$ cat src/rtl/axis_lfsr_pkg.sv
// Shared definitions for the AXI-Stream LFSR checker: register offsets, reset taps,
// checker states and the LFSR step function.
package axis_lfsr_pkg;

  localparam logic [7:0] REG_CTRL   = 8'h0;
  localparam logic [7:0] REG_TAPS   = 8'h4;
  localparam logic [7:0] REG_BEATS  = 8'h8;
  localparam logic [7:0] REG_STATUS = 8'hC;

  localparam logic [7:0] TAPS_RST = 8'hB8;

  typedef enum logic [1:0] {
    IDLE,
    SYNC,
    TRACK
  } state_t;

  // One Fibonacci step: shift left, feedback bit is the parity of the tapped bits.
  function automatic logic [7:0] lfsr_next(input logic [7:0] v, input logic [7:0] taps);
    return {v[6:0], ^(v & taps)};
  endfunction

endpackage

$ cat src/rtl/axis_lfsr_check_core.sv
// Sync/track state machine, expected-value register and saturating beat/error counters
// for the LFSR stream checker.
module axis_lfsr_check_core
  import axis_lfsr_pkg::*;
#(
  parameter int unsigned DATA_WIDTH = 32
) (
  input  logic                  clk,
  input  logic                  rst,
  input  logic                  enable,
  input  logic                  clear,
  input  logic [7:0]            taps,
  input  logic [DATA_WIDTH-1:0] tdata,
  input  logic                  tvalid,
  input  logic                  tready,
  output logic [31:0]           beats,
  output logic [15:0]           err_count,
  output logic                  sticky,
  output logic                  locked
);

  state_t      state;
  logic [7:0]  expected;
  logic        beat_c;
  logic        upper_zero_c;
  logic [31:0] beats_inc_c;
  logic [15:0] err_inc_c;

  assign beat_c       = tvalid && tready;
  assign upper_zero_c = (tdata[DATA_WIDTH-1:8] == '0);
  assign beats_inc_c  = (beats == '1) ? beats : beats + 32'd1;
  assign err_inc_c    = (err_count == '1) ? err_count : err_count + 16'd1;

  // A beat accepted while IDLE is still enabled is handled as the first SYNC beat.
  always_ff @(posedge clk or posedge rst) begin
    if (rst) begin
      state     <= IDLE;
      expected  <= 8'd0;
      beats     <= 32'd0;
      err_count <= 16'd0;
      sticky    <= 1'b0;
      locked    <= 1'b0;
    end else if (clear) begin
      beats     <= 32'd0;
      err_count <= 16'd0;
      sticky    <= 1'b0;
      locked    <= 1'b0;
      state     <= enable ? SYNC : IDLE;
    end else if (!enable) begin
      state  <= IDLE;
      locked <= 1'b0;
    end else begin
      if (beat_c) begin
        beats <= beats_inc_c;
      end
      case (state)
        TRACK: begin
          if (beat_c) begin
            if (tdata != DATA_WIDTH'(expected)) begin
              err_count <= err_inc_c;
              sticky    <= 1'b1;
            end
            expected <= lfsr_next(tdata[7:0], taps);
          end
        end
        default: begin
          state <= SYNC;
          if (beat_c) begin
            if ((tdata[7:0] != 8'd0) && upper_zero_c) begin
              expected <= lfsr_next(tdata[7:0], taps);
              locked   <= 1'b1;
              state    <= TRACK;
            end else begin
              err_count <= err_inc_c;
            end
          end
        end
      endcase
    end
  end

endmodule

$ cat config.mk
export PLATFORM = sky130hd
export DESIGN_NAME = axis_lfsr_check_core
export DESIGN_NICKNAME = d
export VERILOG_FILES = /design/src/rtl/axis_lfsr_pkg.sv /design/src/rtl/axis_lfsr_check_core.sv
export SDC_FILE = /design/constraint.sdc
export NUM_CORES = 1
export LEC_CHECK = 0
export CORE_ASPECT_RATIO = 0.5
export CORE_UTILIZATION = 52
export DETAILED_ROUTE_END_ITERATION = 8
export PLACE_DENSITY = 0.86
export SLEW_MARGIN = 20
export SYNTH_ARGS = -nofsm -noshare
export SYNTH_HDL_FRONTEND = slang
export SYNTH_SLANG_ARGS = --single-unit
$ cat constraint.sdc
create_clock -name clk -period 5 [get_ports clk]
set_input_delay 0.75 -clock clk [delete_from_list [all_inputs] [get_ports clk]]
set_output_delay 0.75 -clock clk [all_outputs]
set_load 0.05 [all_outputs]
Word-level counts from Yosys, hierarchy flattened. Cells that the tools add are included.

Equality and inequality tests: 10. Div/mod/pow operators: 0. $mul: 0. $add $sub $neg: 2. Reduce and logical (&&, ||, !) cells: 15. Bitwise gates (word level): 2. Shift operators: 0. $lt $le $gt $ge: 0. Muxes and demuxes: 32.

Operators with widths (count): 2-to-1 mux 16 bit (8); 2-to-1 mux 32 bit (4); adder 32 x 1 -> 32 bit, second input constant (1); equality test 32 bit, second input constant (1); 2-to-1 mux 8 bit (4); != test 32 x 8 -> 1 bit (1); logical NOT 24 bit (1); adder 16 x 1 -> 16 bit, second input constant (1); equality test 16 bit, second input constant (1); AND reduction 4 bit (3); 2-to-1 mux 1 bit (11); 2-to-1 mux 2 bit (5); nonzero test 2 bit (5); AND 8 bit (1); nonzero test 8 bit (1); XOR reduction 8 bit (1); != test 3 x 1 -> 1 bit, second input constant (2); != test 3 bit, second input constant (2); AND reduction 3 bit (2); != test 3 x 2 -> 1 bit, second input constant (1); equality test 2 bit, second input constant (1); logical AND 1 bit (2); != test 2 bit, second input constant (1); NOT 1 bit (1).

Input bits: 46. Latch bits: 0. Output and inout port bits: 50. Bits in read-only memories: 0. Register bits after elaboration: 60. Memories kept: 0. RAM bits: 0. Logic and storage cells: 67.

Longest topological paths before layout. Gate-level depths: netlist (run 1).

Depth in word-level cells: 7. Gate-level depth with buffers: 8. Gate-level depth less buffers: 7.

Worst setup path after synthesis (run 1). Ideal clock, no wire load.

Kind: input to register. From: input port tdata[3]. To: register err_count[4]. Buffers on the path: 0. Cell stages on the path: 6. Required time: 4.875 ns. Setup slack: 2.580 ns. Setup time: 0.125 ns. Arrival time: 2.295 ns. Cell sequence: or4_4 o21ai_2 o31ai_2 and2_4 nor4_1 mux2_2.

Cells in the longest elaborated chain, start to end: 4. Elaborated cells on any way between the ends: 6. Classes of those cells: eq/ne: 3; reduce/logical: 3.

RTL lines: start: declaration (line axis_lfsr_check_core.sv:13) `input logic [DATA_WIDTH-1:0] tdata,`; parallel branches: the longest is 3 deep, another holds != test 32 x 8 -> 1 bit; AND reduction 4 bit (no line) *; end signal: assignment (line axis_lfsr_check_core.sv:60) `err_count <= err_inc_c;`; end signal: assignment (line axis_lfsr_check_core.sv:74) `err_count <= err_inc_c;`; end: declaration (line axis_lfsr_check_core.sv:17) `output logic [15:0] err_count,`.

Mark *: on every way between the ends. A chain may end at the register's enable or synchronous reset.

Worst setup path after layout (run 1). Same ends and word-level chain as after synthesis.

==> results.cfg, run 1 <==
[drt]
num_vias = 3209
routed_wl_um = 8610
drc_errors = 0
antenna_left = 0
viasPerCell = 5.73
firstDrtPassIters = 5
routedWlPerCell_um = 15.4
first_iter_violations = 376

[finish]
layout-area-overhead-vs-synth_pct = 37.8
nets = 516
antenna_cells = 0
drive_gt1_frac = 0.0890

[die]
die_x_um = 117
row_count = 20
fp.dieArea_um2 = 6990
io_pins = 96
core_um2 = 6230
fp.dieH_um = 59.6
initial_core_util = 0.554

[global_routing]
grt_pass1_vias = 3056
grt_max_degree = 44
antenna_found_initial = 0
grt_first_pass_wirelength_um = 14400
overflow = 0
track_usage = 0.278

[timing]
rsz0062_at_grt = false
finalHoldViolCount = 0
maxSlewHeadroom = 0.587
period_needed_ns = 2.77
setup_violations = 0
final.setup.tns_ns = 0
fmax_ghz = 0.361
slew_viol_final = 0
fin_skew_ns = 0.00662
worst_pin_slew_ns = 0.616
fin_crit_sh = 0.554

[worst_setup_path]
r2r-start = err_count[6]$_DFFE_PP0P_
cp-start-kind = primary input
slowest_delay_ns = 0.57
critPathRequiredTime_ns = 5.22
crit_buf_inv = 1
reg2regPathDepth = 5
cpMaxStageDelayCell = or4_4
crit_family = simple AND/OR/NAND/NOR gates
reg2reg_slack_ns = 2.70
cp_num_cells = 7
rr_endpoint = err_count[11]$_DFFE_PP0P_
startpoint = tdata[3]
critPathCaptureType = flop
cp.arrival_ns = 2.99
crit_chain = clkdlybuf4s50_1, or4_4, o21ai_2, o31ai_2, and2_4, nor4_1, mux2_2
path_class = primary input to flop
path_max_fanout = 13

[logic_synthesis]
synth_top_area_frac = 0.435
synth_compound_area_frac = 0.109
synth_top_family_by_area = simple AND/OR/NAND/NOR gates
ys_seq_area_frac = 0.435
ys.flop_type = dfrtp_1
async_flop_share = 1.00
syn_avg_cell_area_um2 = 9.33
yosys.area_share.adder = 0.00725
synth_cells = 370
netlist_area_um2 = 3450
yosysTopAreaCell = dfrtp_1
yosys.area_share.simple = 0.279
synth_edf_count = 0
synthMuxAreaShare = 0.0388
synth_fp_nets = 418
synthXorXnorAreaFrac = 0.104
ys_types = 47
ys_ff_latch = 60
yosys_warnings = 0
synth.area.top_cells = dfrtp_1 (43%), xor2_1 (5.3%), nor2_1 (5.2%)

[place]
port_buffers = 95
hpwl_um = 6030
place_congestion = 0.945

[power]
pwr_density_cell_nw_per_um2 = 255
leakagePower_nw = 1.85
p_total_mw = 1.21
ir_drop_v = 0.000180

[clock_tree]
ctsResizeCount = 0
h-tree-depth = 3
postCtsSetupBuffers = 0
cts_made_buffers = 9
clk-insertion-delay-late_ns = 0.34
clk_pin_slew_worst_paths_ns = 0.05
cts_tree = done
clockBufferDepth = 2
cts_root_buf = clkbuf_16
cts_hold_buf = 0
clock_sinks = 60

[status]
status = finished, final reports clean

[flow_run]
drv_cap = 0

[min_path]
hold_path_class = flop to flop
worstHoldPathCells = 2
hold_path_end = expected[0]$_DFFE_PP0P_
hp-start = expected[0]$_DFFE_PP0P_
## registers in the layout, summed over array words and instances, names as in the netlist
name	count
state	2
beats	32
expected	8
err_count	16
locked	1
sticky	1
## stage by stage
step                setup slack, ns  area (um^2)  hold slack (ns)  instances  utilization
detailed placement             1.91         4470            0.491        545        0.717
global placement               1.96         4470            0.479        545        0.717
floorplan                      2.58         3450            0.470        370            -
finish                         2.23         4760            0.495        560        0.764
CTS                            2.25         4760            0.502        560        0.764
global route                   2.07         4760            0.532        560        0.764
## cells by family (layout without fill, tap and decap cells)
family                     Yosys count  count (layout)
AOI/OAI and AO/OA                   55              55
adders and majority gates            2               2
xor gates and xnor gates            41              41
muxes                               12              12
DFF                                 60              60
buffers and inverters               18             120
and+or+nand+nor                    182             182
## synth_stat cells, types with 7 or more instances
cell,instances
a21oi_1,15
dfrtp_1,60
inv_1,7
mux2_2,10
nand2_1,37
nand3_1,19
nand4_1,19
nor2_1,48
nor4_1,9
o21ai_0,10
or3_1,9
xnor2_1,20
xor2_1,21
## power breakdown
group	total [mW]	switching [mW]	internal (mW)	leakage (nW)
registers	0.494	0.00420	0.490	0.834
clock network	0.613	0.220	0.393	0.144
logic	0.103	0.0512	0.0523	0.872
## layout make-up
cell class,count,area (um^2)
Timing Repair Buffer,98,968
Clock buffer,10,239
Tap cell,88,110
Clock inverter,5,52.6
Fill cell,441,1470
Multi-Input combinational cell,292,1860
Inverter,7,26.3
Sequential cell,60,1500
## worst reg2reg max path, cell delays in order, from the launching register on
cell and delay (ns):
dfrtp_1 0.47, nand3_1 0.19, or3_1 0.41, nor3_2 0.52, nand3b_1 0.37, o311ai_0 0.19
## metal layers
layer | share of wire | track usage
met1 | 0.45 | 0.356
met2 | 0.49 | 0.457
met3 | 0.052 | 0.0685
met4 | 0.014 | 0.114
met5 | 0 | 0
## worst max-delay path by stage
stage | end | slack [ns]
3_3_place_gp | err_count[4]$_DFFE_PP0P_ | 1.96
6_report | err_count[4]$_DFFE_PP0P_ | 2.23
4_1_cts | beats[25]$_DFFE_PP0P_ | 2.25
2_1_floorplan | err_count[4]$_DFFE_PP0P_ | 2.58
3_5_place_dp | beats[25]$_DFFE_PP0P_ | 1.91
5_1_grt | beats[21]$_DFFE_PP0P_ | 2.07
## layout by cell type (no fill, tap or decap), types with 9 or more instances in the layout
cell and count:
a21oi_1 15, clkbuf_16 9, clkdlybuf4s50_1 94, dfrtp_1 60, mux2_2 10, nand2_1 37
nand3_1 19, nand4_1 19, nor2_1 48, nor4_1 9, o21ai_0 10, or3_1 9
xnor2_1 20, xor2_1 21
Power figures use the tool's default switching activity.
==> run 2, diff against run 1 <==
--- a/config.mk
+++ b/config.mk
@@ -6,9 +6,9 @@
 export NUM_CORES = 1
 export LEC_CHECK = 0
 export CORE_ASPECT_RATIO = 0.5
-export CORE_UTILIZATION = 52
+export CORE_UTILIZATION = 44
 export DETAILED_ROUTE_END_ITERATION = 8
-export PLACE_DENSITY = 0.86
+export PLACE_DENSITY = 0.77
 export SLEW_MARGIN = 20
 export SYNTH_ARGS = -nofsm -noshare
 export SYNTH_HDL_FRONTEND = slang
==> constraint.sdc (replaced) <==
create_clock -name clk -period 2.4 [get_ports clk]
set_input_delay 0.36 -clock clk [delete_from_list [all_inputs] [get_ports clk]]
set_output_delay 0.36 -clock clk [all_outputs]
set_load 0.05 [all_outputs]
==> run 2 against run 1 <==
Clock power up 110%; critical path depth unchanged; clock skew down 0.0032 ns; non-clock buffer count up 26; power up 110%; register-to-register slack worse by 2.4 ns; die area up 18%; sequential share of layout area down 1.5 points; sequential power up 110%; highest routed layer unchanged.
==> results.cfg, run 2 (same netlist as run 1, synthesis figures left out) <==
[finish]
drive_gt1_frac = 0.131
postLayoutCellArea_um2 = 5000
final_common_cell = clkdlybuf4s50_1
top_register = beats
antenna_cells = 0
layout-area-overhead-vs-synth_pct = 44.8
final_cells = 606
most-common-layout-cells = clkdlybuf4s50_1 (94), dfrtp_1 (60), nor2_1 (48)
largest_register_ffs = 32
reg_top3 = beats x32, err_count x16, expected x8
nets = 542
post-route-util = 0.670

[worst_setup_path]
crit_family = simple AND/OR/NAND/NOR gates
reg2reg_slack_ns = 0.28
crit_chain = clkdlybuf4s50_1, or4_4, o21ai_2, o31ai_2, and2_4, nor4_1, mux2_2
r2r-start = beats[19]$_DFFE_PP0P_
critPathCaptureType = flop
reg2regPathDepth = 6
cp_num_cells = 7
slowest_delay_ns = 0.55
cp-start-kind = primary input
critPathRequiredTime_ns = 2.62
path_class = primary input to flop
path_max_fanout = 8
startpoint = tdata[3]
cpMaxStageDelayCell = or4_4
cp.arrival_ns = 2.45
crit_buf_inv = 1

[die]
fp.dieArea_um2 = 8230
core_um2 = 7460
io_pins = 96
die_x_um = 127
initial_core_util = 0.463
row_count = 22
fp.dieH_um = 64.6

[global_routing]
track_usage = 0.230
grt_max_degree = 33
grt_first_pass_wirelength_um = 14800
grt_pass1_vias = 3145
overflow = 0
antenna_found_initial = 0

[place]
port_buffers = 95
place_congestion = 0.848
hpwl_um = 6290
placed_area_um2 = 4710
dp_cells = 591
dp_slack_ns = -0.181

[timing]
maxSlewHeadroom = 0.569
layout_setup_ws_ns = 0.167
fmax_ghz = 0.448
worst_pin_slew_ns = 0.645
rsz0062_at_grt = false
final.setup.tns_ns = 0
fin_crit_sh = 0.931
finalHoldViolCount = 0
setup_violations = 0
fin_skew_ns = 0.00339
slew_viol_final = 0
whs_ns = 0.437
period_needed_ns = 2.23

[drt]
routed_wl_um = 8610
antenna_left = 0
routedWlPerCell_um = 14.2
top_layer = met4
firstDrtPassIters = 4
route.met2.wl_um = 3990
viasPerCell = 5.41
route.layer.met1.wl_um = 4020
drc_errors = 0
met3_length_um = 412
num_vias = 3279
first_iter_violations = 279

[power]
netSwitchingFraction = 0.219
ir_drop_v = 0.000381
p_total_mw = 2.52
power_frac_seq = 0.409
power.internal_mw = 1.97
pwr_density_cell_nw_per_um2 = 505
leakagePower_nw = 1.98
clockPowerShare = 0.498
p_sw_mw = 0.553
pwr-share-comb = 0.093

[clock_tree]
h-tree-depth = 3
clk-insertion-delay-late_ns = 0.33
cts_hold_buf = 0
postCtsSetupBuffers = 0
cts_made_buffers = 9
clock_sinks = 60
clk_pin_slew_worst_paths_ns = 0.05
clockBufferDepth = 2
cts_tree = done
cts_root_buf = clkbuf_16
ctsResizeCount = 0

[flow_run]
drv_cap = 0

[status]
status = finished, final reports clean

[min_path]
hold_path_class = primary input to async pin
run 2: cell count changes in the layout (fill, tap and decap cells not counted):
| cell | change |
|---|---|
| clkinv_2 | -2 |
| buf_4 | +24 |
| clkbuf_1 | +3 |
| buf_12 | +2 |
| clkinvlp_4 | -1 |
run 2: worst register-to-register path: cells and delay by family (launching register included):
kind               cells  cell delay, ns
AOI/OAI and AO/OA      2            0.20
DFF                    1            0.43
and+or+nand+nor        4            1.35
run 2: final timing paths:
path                                             to
min reg2reg                      sticky$_DFFE_PP0P_
max in group asynchronous     beats[14]$_DFFE_PP0P_
min                         expected[2]$_DFFE_PP0P_
min in group clk                 sticky$_DFFE_PP0P_
max                        err_count[4]$_DFFE_PP0P_
max reg2reg                    beats[0]$_DFFE_PP0P_
run 2: layer usage:
layer,track usage,vias up
li1,-,1601
met1,0.294,1565
met2,0.375,94
met3,0.0636,19
met4,0.0893,0
met5,0,-
run 2: cell type report:
class                   count  area, um^2
clock buffers              13         250
clock inverters             2        35.0
fillers                   615        2460
flip-flops and latches     60        1500
multi-input cells         292        1860
repair buffers            124        1190
well taps                 108         135
inverters                   7        26.3
run 2: power groups by stage:
stage	registers (mW)	clock network [mW]	logic (mW)
6_report	1.03	1.26	0.236
5_1_grt	1.03	1.33	0.259
4_1_cts	1.03	1.28	0.238
3_5_place_dp	1.05	0	0.238
3_3_place_gp	1.05	0	0.235
2_1_floorplan	1.06	0	0.0904
==> run 3, diff against run 2 <==
--- a/config.mk
+++ b/config.mk
@@ -9,6 +9,7 @@
 export CORE_UTILIZATION = 44
 export DETAILED_ROUTE_END_ITERATION = 8
 export PLACE_DENSITY = 0.77
+export SETUP_SLACK_MARGIN = 0.4
 export SLEW_MARGIN = 20
 export SYNTH_ARGS = -nofsm -noshare
 export SYNTH_HDL_FRONTEND = slang
==> run 3 against run 2 <==
Via count is 4.0% higher; clock-buffer cell count is 2 lower; sequential share of layout area is 1.2 points lower; first-iteration DRC count is 15% lower; global-route usage is 0.52 points higher; sequential cell count stayed put; critical path depth is 1 higher; clock power hardly changed; non-clock buffer count is 11 higher; sequential power hardly changed; cell area is 7.4% higher; critical path type unchanged.
==> results.cfg, run 3 (same netlist as run 1, synthesis figures left out) <==
[global_routing]
grt_max_degree = 61
grt_first_pass_wirelength_um = 15200
overflow = 0
track_usage = 0.236
grt_pass1_vias = 3224
antenna_found_initial = 0

[die]
core_um2 = 7460
fp.dieArea_um2 = 8230
fp.dieH_um = 64.6
row_count = 22
initial_core_util = 0.463
io_pins = 96
die_x_um = 127

[finish]
antenna_cells = 0
post-route-util = 0.719
final_common_cell = clkdlybuf4s50_1
final_cells = 619
most-common-layout-cells = clkdlybuf4s50_1 (69), nor2_1 (48), dfrtp_2 (36)
layout-area-overhead-vs-synth_pct = 55.4
nets = 554
reg_top3 = beats x32, err_count x16, expected x8
top_register = beats
largest_register_ffs = 32
drive_gt1_frac = 0.286

[clock_tree]
clock_sinks = 60
clk_pin_slew_worst_paths_ns = 0.05
cts_hold_buf = 0
cts_root_buf = clkbuf_16
cts_tree = done
h-tree-depth = 3
clockBufferDepth = 2
clk-insertion-delay-late_ns = 0.33
cts_made_buffers = 9

[timing]
fin_skew_ns = 0.00692
layout_setup_ws_ns = 0.369
fin_crit_sh = 0.846
finalHoldViolCount = 0
worst_pin_slew_ns = 0.550
maxSlewHeadroom = 0.632
fmax_ghz = 0.492
period_needed_ns = 2.03
setup_violations = 0
whs_ns = 0.323
rsz0062_at_grt = true
slew_viol_final = 0
final.setup.tns_ns = 0

[drt]
antenna_left = 0
first_iter_violations = 237
routed_wl_um = 9710
routedWlPerCell_um = 15.7
num_vias = 3411
viasPerCell = 5.51
drc_errors = 0
firstDrtPassIters = 4

[worst_setup_path]
critPathCaptureType = flop
path_max_fanout = 4
critPathRequiredTime_ns = 2.62
cp.arrival_ns = 2.25
cp-start-kind = primary input
path_class = primary input to flop

[place]
dp_cells = 586
dp_slack_ns = -0.166
hpwl_um = 6350
port_buffers = 95
place_congestion = 0.821

[power]
pwr_density_cell_nw_per_um2 = 471
ir_drop_v = 0.000319
leakagePower_nw = 2.24

[status]
status = finished, final reports clean

[min_path]
hold_path_class = primary input to flop

[flow_run]
drv_cap = 0
run 3: cell count changes in the layout (fill, tap and decap cells not counted), sizes merged:
cell / change
clkinvlp: +1
clkdlybuf4s50: -25
and2: +1
clkbuf: +5
buf: +12
clkinv: +2
dlymetal6s2s: +17
run 3: layout make-up:
cell class / count / area (um^2)
Inverter: 7 / 26.3
Clock inverter: 5 / 52.6
Sequential cell: 60 / 1550
Clock buffer: 11 / 233
Timing Repair Buffer: 135 / 1290
Tap cell: 108 / 135
Multi-Input combinational cell: 293 / 2080
Fill cell: 551 / 2090
run 3: critical path, stage by stage:
cell and delay (ns):
clkdlybuf4s50_1 0.42, nor4_2 0.16, nand4_1 0.24, buf_4 0.23
nor4_1 0.33, a32o_1 0.18, nor2_1 0.06, mux2_2 0.26
run 3: what timing repair did:
action / CTS / global route
resized for setup: 26 / 56
pin swaps: 12 / 27
buffers inserted: 3 / 12
gates cloned: 1 / 1
endpoints found under the setup margin: 26 / 45
run 3: final timing paths:
kind,from,to,slack [ns],cells past startpoint
worst max-delay path,tdata[29],err_count[14]$_DFFE_PP0P_,0.37,8
worst min-delay path,tdata[6],expected[7]$_DFFE_PP0P_,0.32,2
worst max register to register,expected[2]$_DFFE_PP0P_,err_count[4]$_DFFE_PP0P_,0.46,7
worst min register to register,expected[0]$_DFFE_PP0P_,expected[0]$_DFFE_PP0P_,0.50,2
max in group asynchronous,rst,beats[19]$_DFFE_PP0P_,1.70,3
min in group asynchronous,rst,err_count[10]$_DFFE_PP0P_,0.42,3
run 3: per-layer routing:
layer / track usage / vias to the layer above / part of all wire
li1: - / 1629 / -
met1: 0.301 / 1669 / 0.44
met2: 0.395 / 105 / 0.50
met3: 0.0636 / 8 / 0.052
met4: 0.0655 / 0 / 0.0085
met5: 0 / - / 0
run 3: where the power goes:
group	switching [mW]	total (mW)	leakage (nW)	internal, mW
registers	0.00964	1.03	0.774	1.02
logic	0.123	0.244	1.33	0.121
clock network	0.456	1.25	0.139	0.797
run 3: through the flow:
stage / total power [mW] / cell area (um^2)
4_1_cts: 2.54 / 5130
2_1_floorplan: 1.15 / 3510
3_5_place_dp: 1.28 / 4720
3_3_place_gp: 1.28 / 4720
5_1_grt: 2.62 / 5370
6_report: 2.53 / 5370
